$ cat src/rtl/prtc_pkg.sv
// prtc_pkg: op encodings, C034 bit positions, command prefixes and sequencer states
package prtc_pkg;

   typedef enum logic [1:0] {
      OP_BRAM_RD = 2'd0,
      OP_BRAM_WR = 2'd1,
      OP_CLK_RD  = 2'd2,
      OP_CLK_WR  = 2'd3
   } op_e;

   localparam int C034_START = 7;
   localparam int C034_READ  = 6;

   localparam logic [3:0] BRAM_EXT_PFX = 4'b0111;
   localparam logic [2:0] CLK_PFX      = 3'b000;
   localparam logic [1:0] CLK_SFX      = 2'b01;

   typedef enum logic [3:0] {
      S_IDLE,
      S_CMD_A,
      S_CTL_A,
      S_CMD_B,
      S_CTL_B,
      S_DATA,
      S_CTL_D,
      S_RD_ADDR,
      S_RD_CAP,
      S_DONE
   } state_e;

   function automatic logic op_is_rd(input op_e op);
      return ~op[0];
   endfunction

   function automatic logic op_is_clk(input op_e op);
      return op[1];
   endfunction

endpackage

$ cat src/rtl/prtc_cmd_encode.sv
// prtc_cmd_encode: maps sequencer state and latched request to the PRTC address/data lines
module prtc_cmd_encode
   import prtc_pkg::*;
(
   input  state_e     state_i,
   input  op_e        op_i,
   input  logic [7:0] index_i,
   input  logic [7:0] wdata_i,
   output logic       addr_o,
   output logic [7:0] din_o
);

   logic       rd;
   logic [7:0] ctl;

   // every C034 write carries start plus the read flag, since the PRTC keeps the last C034 bit 6
   always_comb begin
      rd              = op_is_rd(op_i);
      ctl             = 8'h00;
      ctl[C034_START] = 1'b1;
      ctl[C034_READ]  = rd;
      addr_o          = 1'b0;
      din_o           = 8'h00;
      case (state_i)
         S_CMD_A: din_o = op_is_clk(op_i) ? {rd, CLK_PFX, index_i[1:0], CLK_SFX}
                                          : {rd, BRAM_EXT_PFX, index_i[7:5]};
         S_CMD_B: din_o = {rd, index_i[4:0], 2'b00};
         S_DATA:  din_o = wdata_i;
         S_CTL_A, S_CTL_B, S_CTL_D: begin
            addr_o = 1'b1;
            din_o  = ctl;
         end
         default: din_o = 8'h00;
      endcase
   end

endmodule

$ cat src/rtl/prtc_seq_arbiter.sv
// prtc_seq_arbiter: shares the PRTC C033/C034 port between the CPU and an internal byte sequencer
module prtc_seq_arbiter
   import prtc_pkg::*;
#(
   parameter int GUARD_CYCLES = 64,
   parameter int GW           = 8
) (
   input  logic       CLK_14M,
   input  logic       reset,
   input  logic       cen,
   input  logic       cpu_addr,
   input  logic       cpu_rw,
   input  logic [7:0] cpu_din,
   input  logic       cpu_strobe,
   output logic [7:0] cpu_dout,
   output logic       cpu_collision,
   output logic       prtc_addr,
   output logic       prtc_rw,
   output logic [7:0] prtc_din,
   output logic       prtc_strobe,
   input  logic [7:0] prtc_dout,
   input  logic       req_valid,
   output logic       req_ready,
   input  logic [1:0] req_op,
   input  logic [7:0] req_index,
   input  logic [7:0] req_wdata,
   output logic       rsp_valid,
   output logic [7:0] rsp_data,
   output logic       busy
);

   localparam logic [GW-1:0] GUARD_MAX = GW'(GUARD_CYCLES);

   state_e        state_q, state_d;
   logic [GW-1:0] guard_q, guard_d;
   op_e           op_q;
   logic [7:0]    idx_q, wdata_q, rsp_data_q, rsp_data_d;
   logic          idle, quiet, accept, seq_beat, enc_addr;
   logic [7:0]    enc_din;

   prtc_cmd_encode u_enc (
      .state_i (state_q),
      .op_i    (op_q),
      .index_i (idx_q),
      .wdata_i (wdata_q),
      .addr_o  (enc_addr),
      .din_o   (enc_din)
   );

   // CPU-quiet guard, acceptance and the CPU/sequencer port mux
   always_comb begin
      idle          = state_q == S_IDLE;
      quiet         = guard_q == GUARD_MAX;
      req_ready     = idle & quiet & ~cpu_strobe;
      accept        = req_valid & req_ready & cen;
      guard_d       = !cen ? guard_q : cpu_strobe ? '0 : quiet ? guard_q : guard_q + GW'(1);
      seq_beat      = cen & ((state_q == S_CMD_A) | (state_q == S_CTL_A) | (state_q == S_CMD_B) |
                             (state_q == S_CTL_B) | (state_q == S_CTL_D) |
                             ((state_q == S_DATA) & ~op_is_rd(op_q)));
      busy          = ~idle;
      prtc_strobe   = idle ? cpu_strobe : seq_beat;
      prtc_rw       = idle ? ~(cpu_strobe & ~cpu_rw) : ~seq_beat;
      prtc_addr     = idle ? cpu_addr : enc_addr;
      prtc_din      = idle ? cpu_din : enc_din;
      cpu_dout      = prtc_dout;
      cpu_collision = ~idle & cpu_strobe & cen;
      rsp_valid     = state_q == S_DONE;
      rsp_data      = rsp_data_q;
      rsp_data_d    = accept ? 8'h00 : (state_q == S_RD_CAP) ? prtc_dout : rsp_data_q;
   end

   // beat sequencer; clock ops skip the second command pair, writes skip the read capture
   always_comb begin
      state_d = state_q;
      case (state_q)
         S_IDLE:    state_d = accept ? S_CMD_A : S_IDLE;
         S_CMD_A:   state_d = cen ? S_CTL_A : S_CMD_A;
         S_CTL_A:   state_d = !cen ? S_CTL_A : op_is_clk(op_q) ? S_DATA : S_CMD_B;
         S_CMD_B:   state_d = cen ? S_CTL_B : S_CMD_B;
         S_CTL_B:   state_d = cen ? S_DATA : S_CTL_B;
         S_DATA:    state_d = cen ? S_CTL_D : S_DATA;
         S_CTL_D:   state_d = !cen ? S_CTL_D : op_is_rd(op_q) ? S_RD_ADDR : S_DONE;
         S_RD_ADDR: state_d = S_RD_CAP;
         S_RD_CAP:  state_d = S_DONE;
         default:   state_d = S_IDLE;
      endcase
   end

   // state, guard counter and latched request
   always_ff @(posedge CLK_14M) begin
      if (reset) begin
         state_q    <= S_IDLE;
         guard_q    <= '0;
         op_q       <= OP_BRAM_RD;
         idx_q      <= 8'h00;
         wdata_q    <= 8'h00;
         rsp_data_q <= 8'h00;
      end else begin
         state_q    <= state_d;
         guard_q    <= guard_d;
         rsp_data_q <= rsp_data_d;
         if (accept) begin
            op_q    <= op_e'(req_op);
            idx_q   <= req_index;
            wdata_q <= req_wdata;
         end
      end
   end

endmodule

$ cat config.mk
export PLATFORM = sky130hd
export DESIGN_NAME = prtc_seq_arbiter
export DESIGN_NICKNAME = d
export VERILOG_FILES = /design/src/rtl/prtc_pkg.sv /design/src/rtl/prtc_cmd_encode.sv /design/src/rtl/prtc_seq_arbiter.sv
export SDC_FILE = /design/constraint.sdc
export NUM_CORES = 1
export LEC_CHECK = 0
export BUFFER_PORTS_ARGS = -buffer_cell sky130_fd_sc_hd__buf_2
export CORE_ASPECT_RATIO = 0.8
export CORE_MARGIN = 2
export CORE_UTILIZATION = 54
export CTS_BUF_LIST = sky130_fd_sc_hd__clkbuf_16
export CTS_CLUSTER_SIZE = 16
export DETAILED_ROUTE_END_ITERATION = 16
export PLACE_DENSITY_LB_ADDON = 0.12
export SYNTH_ARGS = -nofsm -noshare
export SYNTH_HDL_FRONTEND = slang
export SYNTH_SLANG_ARGS = --single-unit
$ cat constraint.sdc
create_clock -name CLK_14M -period 4.1 [get_ports CLK_14M]
set_input_delay 0 -clock CLK_14M [delete_from_list [all_inputs] [get_ports CLK_14M]]
set_output_delay 0 -clock CLK_14M [all_outputs]
set_load 0.05 [all_outputs]
# After elaboration in Yosys (flattened, before gate mapping)
# Cells that the tools add are included.
# totals
regBits	38
output_inout_bits	31
in_bits	41
wordCells	61
# classes
reduce_logical	4
n_eq_ne	11
addsub	1
muxes	19
bitwise	20
# ops
cell	count
$pmux W4 S9	1
$pmux W8 S4	1
$mux W8	3
$eq A4 B3 Y1 const B	4
$and A1 B1 Y1	9
$mux W3	3
$add A8 B1 Y8 const B	1
$eq A4 B2 Y1 const B	2
$eq A4 B4 Y1 const B	2
$eq A8 B7 Y1 const B	1
$mux W4	2
$mux W1	6
$mux W6	1
$not A1 Y1	6
$or A1 B1 Y1	5
$eq A4 B1 Y1 const B	1
$logic_not A4 Y1	1
$mux W2	2
$reduce_or A3 Y1	1
$ne A2 B2 Y1 const B	1
$reduce_and A2 Y1	1
$reduce_or A2 Y1	1

# Depth between registers and ports, before layout
# logic_depth
ltp_word	9
depth_mapped	8
mapped_depth_nobuf	6

# Modules after synthesis
# From an unflattened synthesis, not the netlist that was laid out.
# unflattened
cells_unflattened	231
area_unflattened_um2	2044.5
# modules_own_cells
mod	instances	area_per_inst_um2	seq_area_each_um2	cells_per_inst
prtc_seq_arbiter	1	1871.8	760.7	200
prtc_cmd_encode	1	172.7	0.0	31

# Worst setup path before layout
# Ideal clock, no wire load.
# synth_path
kind	flip-flop to output port
startpoint	register state_q[0]
endpoint	output prtc_din[1]
arrival_time_ns	2.368
required_ns	4.100
path_slack_ns	1.732
path_stages_with_launch	8
path_buffers	3
cell_sequence	dfxtp_1 > clkbuf_1 > clkbuf_1 > clkbuf_1 > nand3b_1 > a21oi_1 > a31oi_1 > nor3_1
# synth_between
elab_chain_len	4
word_cells_on_any_way	10
cone_classes	eq/ne: 6; mux: 2; reduce/logical: 2
# synth_rtl
element	line	text
start: declaration	prtc_seq_arbiter.sv:34	state_e state_q, state_d;
start signal: assignment	prtc_seq_arbiter.sv:99	state_q <= state_d;
$eq A4 B2 Y1 / $eq A4 B3 Y1 (equally long branches)	prtc_cmd_encode.sv:24	case (state_i)
$reduce_or A3 Y1	prtc_cmd_encode.sv:24	
$pmux W8 S4	prtc_cmd_encode.sv:24	
$mux W8 *	prtc_seq_arbiter.sv:64	prtc_din = idle ? cpu_din : enc_din;
end: declaration	prtc_seq_arbiter.sv:19	output logic [7:0] prtc_din,
# Every way passes the cells marked *; elsewhere a longest branch is shown, timed or not.

# Worst setup path in the final report
# layout_path
startpoint	register state_q[2]
endpoint	register wdata_q[0]
# layout_between
elab_chain_len	5
# layout_rtl
element	line	text
$logic_not A4 Y1	prtc_seq_arbiter.sv:52	idle = state_q == S_IDLE;
$and A1 B1 Y1 (2 in series)	prtc_seq_arbiter.sv:54	req_ready = idle & quiet & ~cpu_strobe;
$and A1 B1 Y1 (2 in series)	prtc_seq_arbiter.sv:55	accept = req_valid & req_ready & cen;
end signal: assignment	prtc_seq_arbiter.sv:105	wdata_q <= req_wdata;
end: declaration	prtc_seq_arbiter.sv:37	logic [7:0] idx_q, wdata_q, rsp_data_q, rsp_data_d;
# Every way passes these cells.
# A chain may end at the register's enable or synchronous reset.

==> parameters.txt <==
Parameter                              Value

Timing
  Final clock period utilization by the worst path    0.6411
  Final Max Slew Viols    0
  Number of endpoints failing setup at the final stage    0
  Setup TNS Final    0 ns
  Final Hold Vio Count    0
  Slew @ Worst Pin    0.8521 ns
  Rel. slew slack    0.4311
  Clock tree skew after final layout    0.004567 ns
  Fin worst setup slack    1.471 ns
  Minimum clock period    2.629 ns
  RSZ-0062 raised after global routing    false
  F_max    0.3804 GHz

Yosys
  Main synth FF type    sky130_fd_sc_hd__dfxtp_1
  FF+latch count, synth    38
  Share of flip-flops with an asynchronous set or reset    0
  Mapped Cells    262
  Post-synthesis instance area    0.002071 mm^2
  Syn. warnings    0
  Fraction of the yosys area taken by sequential cells    0.3674
  Post-synthesis average cell area    7.904 um^2
  Number of enable flip-flop cells after synthesis    0
  Number of unique standard cell types used by synthesis    49
  Number of nets produced by synthesis    305

Final layout
  Fill cell instance count of the final layout    337
  Total number of nets in the final design    373
  Most frequent standard cell in the layout excluding fill and tap cells    sky130_fd_sc_hd__buf_2
  Fraction of final layout cells with drive strength greater than 1    0.2628
  Commonest cells after routing, fill and taps aside    sky130_fd_sc_hd__buf_2, sky130_fd_sc_hd__nand2_1, sky130_fd_sc_hd__dfxtp_1
  Number of antenna diodes    0
  Layout area overhead    27.01%

Setup path
  Worst Reg-to-Reg Cells    5
  Delay of the slowest critical-path stage    0.72 ns
  Type of origin of the critical path    register
  Critical path's top delay family    simple AND/OR/NAND/NOR gates
  CP max-delay cell    sky130_fd_sc_hd__or4_4
  FF-to-FF Start    state_q[2]$_SDFF_PP0_
  Reg-to-reg slack, setup    1.47 ns
  Required time worst endpoint    4.31 ns
  Worst endpoint data arrival time    2.84 ns
  Cells along the critical path    or4_4 > nor4_4 > buf_4 > nand2_1 > a21oi_1
  WS Path Type    register to register
  Sort of element at the end of the critical path    register
  Crit path buffers/inverters    1
  Max FO, Critical Path    27
  Capture point of the worst reg-to-reg path    wdata_q[0]$_SDFFE_PP0P_

GRT
  Final global-route overflow total    0
  Number of antenna violations at the first check in global routing    0
  Number of global-route vias before repair    1852
  GRT Resource Usage Total    0.2439
  Maximum number of pins on one net before global-route repair    33
  First-pass GRT wire length    8.224 mm

Clock tree
  CTS max path bufs    2
  Total setup buffers inserted after CTS    0
  TritonCTS clock tree    built
  Skew-Pair Late Insertion Delay    0.28 ns
  Total number of H-tree levels    2
  Clock-pin slew on the worst setup and hold paths    0.06 ns
  Number of cells upsized or downsized after cts    0
  Cts bufs inserted    5
  Clock sink count    38
  CTS Root Buffer Type    sky130_fd_sc_hd__clkbuf_16
  Hold buffers post-CTS    18

Placed design
  Final weighted congestion in routability-driven placement    0.7855
  Pre-CTS setup slack    1.494 ns
  Port buffer count    71
  DP HPWL    3.344 mm

Detailed routing
  Total vias in the final route    2042
  Starting DRC count in detailed routing    131
  Average vias per placed instance    5.445
  Routed Wire Length    5.092 mm
  Average wire length per cell after detail routing    13.58 um
  Detail Route Antenna Nets    0
  Total iterations of the first detailed-routing run    4
  Remaining routing DRC violations    0

Die
  Die outline width    73.24 um
  DIE AREA    0.004349 mm^2
  Placement row count    20
  Vertical die dimension    59.39 um
  Number of top-level pins    72
  Initial Util    0.5554
  Core box area    0.003729 mm^2

Min path
  Worst Hold End    rsp_data[1]$_SDFFE_PP0N_
  Launch instance of the worst min-delay path    prtc_dout[1]
  Hold Path Depth    3
  Path type of the worst min-delay path    primary input to register

Pwr
  Power density normalized to cell area    324.1 mW/mm^2
  Leakage power    1.097 nW
  Worst supply voltage drop on vdd    0.0002205 V

Job
  Count of maximum capacitance violations    0

Run status
  Status    finished clean
-- Yosys cell counts, types with 2 or more instances --
cell	number	area [um^2]
sky130_fd_sc_hd__nand2_1	40	150.1
sky130_fd_sc_hd__dfxtp_1	38	760.7
sky130_fd_sc_hd__a21oi_1	31	155.2
sky130_fd_sc_hd__nor2_1	17	63.81
sky130_fd_sc_hd__nor3_1	16	80.08
sky130_fd_sc_hd__clkbuf_1	14	52.55
sky130_fd_sc_hd__buf_4	10	75.07
sky130_fd_sc_hd__inv_1	8	30.03
sky130_fd_sc_hd__mux2i_1	8	80.08
sky130_fd_sc_hd__nand2b_1	7	43.79
sky130_fd_sc_hd__nand3_1	6	30.03
sky130_fd_sc_hd__xor2_1	6	52.55
sky130_fd_sc_hd__and3_1	5	31.28
sky130_fd_sc_hd__a21o_1	4	30.03
sky130_fd_sc_hd__nand4_1	4	25.02
sky130_fd_sc_hd__o21ai_0	4	20.02
sky130_fd_sc_hd__a31oi_1	3	18.77
sky130_fd_sc_hd__buf_6	3	33.78
sky130_fd_sc_hd__a211oi_1	2	15.01
sky130_fd_sc_hd__ha_1	2	25.02
sky130_fd_sc_hd__nor2b_1	2	12.51
sky130_fd_sc_hd__o21bai_1	2	15.01
sky130_fd_sc_hd__o22a_1	2	17.52
sky130_fd_sc_hd__or4_1	2	15.01
sky130_fd_sc_hd__or4_4	2	22.52
-- worst min-delay path, cell delays in order --
cell and delay (ns):
sky130_fd_sc_hd__buf_2 0.08, sky130_fd_sc_hd__mux2i_1 0.06, sky130_fd_sc_hd__nor3_1 0.11
-- routing by layer --
metal  up-vias  GRT usage  wire, um
met5         -          0         0
met3         4    0.06463       298
met4         0    0.06878        35
met2        68     0.3848      2384
met1       940     0.3298      2374
li1       1030          -         -
-- stage by stage --
step                      instances  power [mW]    util  hold WS (ns)  cell area, um^2
after floorplan                 262      0.4448       -       0.06625             2071
after global placement          349      0.4731  0.6191        0.2456             2308
after detailed placement        349      0.4734  0.6191        0.2522             2308
after CTS                       375      0.8541  0.7054       0.03094             2630
after global routing            375      0.8827  0.7054       0.04776             2630
final                           375      0.8525  0.7054       0.02791             2630
-- area by class of cell --
cell class | instances | area (um^2) | share of cell area
Inverter | 8 | 30.03 | 0.01142
Sequential cell | 38 | 760.7 | 0.2892
Timing Repair Buffer | 90 | 543.0 | 0.2065
Clock inverter | 3 | 16.27 | 0.006185
Tap cell | 44 | 55.05 | 0.02093
Clock buffer | 5 | 125.1 | 0.04757
Multi-Input combinational cell | 187 | 1100 | 0.4182
-- cell families after synthesis --
| family | after synthesis | share of synthesized area |
|---|---|---|
| muxes | 9 | 0.04411 |
| adders and majority gates | 2 | 0.01208 |
| and+or+nand+nor | 113 | 0.2798 |
| xor gates and xnor gates | 7 | 0.02961 |
| DFF | 38 | 0.3674 |
| buffers and inverters | 37 | 0.1015 |
| AOI/OAI and AO/OA | 56 | 0.1656 |
-- report_power, final --
| part | internal, mW | total, mW | leakage, nW | switching [mW] |
|---|---|---|---|---|
| clock | 0.222 | 0.374 | 0.0672 | 0.152 |
| combinational | 0.0410 | 0.107 | 0.724 | 0.0664 |
| sequential | 0.370 | 0.371 | 0.306 | 0.000894 |
| total | 0.633 | 0.852 | 1.10 | 0.219 |
-- sequential cells by signal, summed over array words and instances (netlist names) --
register and flops:
wdata_q 8, op_q 2, rsp_data 8, idx_q 8, state_q 4, guard_q 8
-- worst max-delay path by stage --
stage / cells after the start / slack, ns / startpoint / endpoint
final: 5 / 1.47 / state_q[2]$_SDFF_PP0_ / wdata_q[0]$_SDFFE_PP0P_
after CTS: 5 / 1.48 / state_q[2]$_SDFF_PP0_ / wdata_q[0]$_SDFFE_PP0P_
after detailed placement: 5 / 1.49 / state_q[2]$_SDFF_PP0_ / op_q[1]$_SDFFE_PP0P_
after global placement: 5 / 1.55 / state_q[2]$_SDFF_PP0_ / idx_q[5]$_SDFFE_PP0P_
after global routing: 5 / 1.25 / state_q[2]$_SDFF_PP0_ / op_q[1]$_SDFFE_PP0P_
after floorplan: 7 / 1.73 / state_q[0]$_SDFF_PP0_ / prtc_din[1]
(Power assumes the default switching activity.)
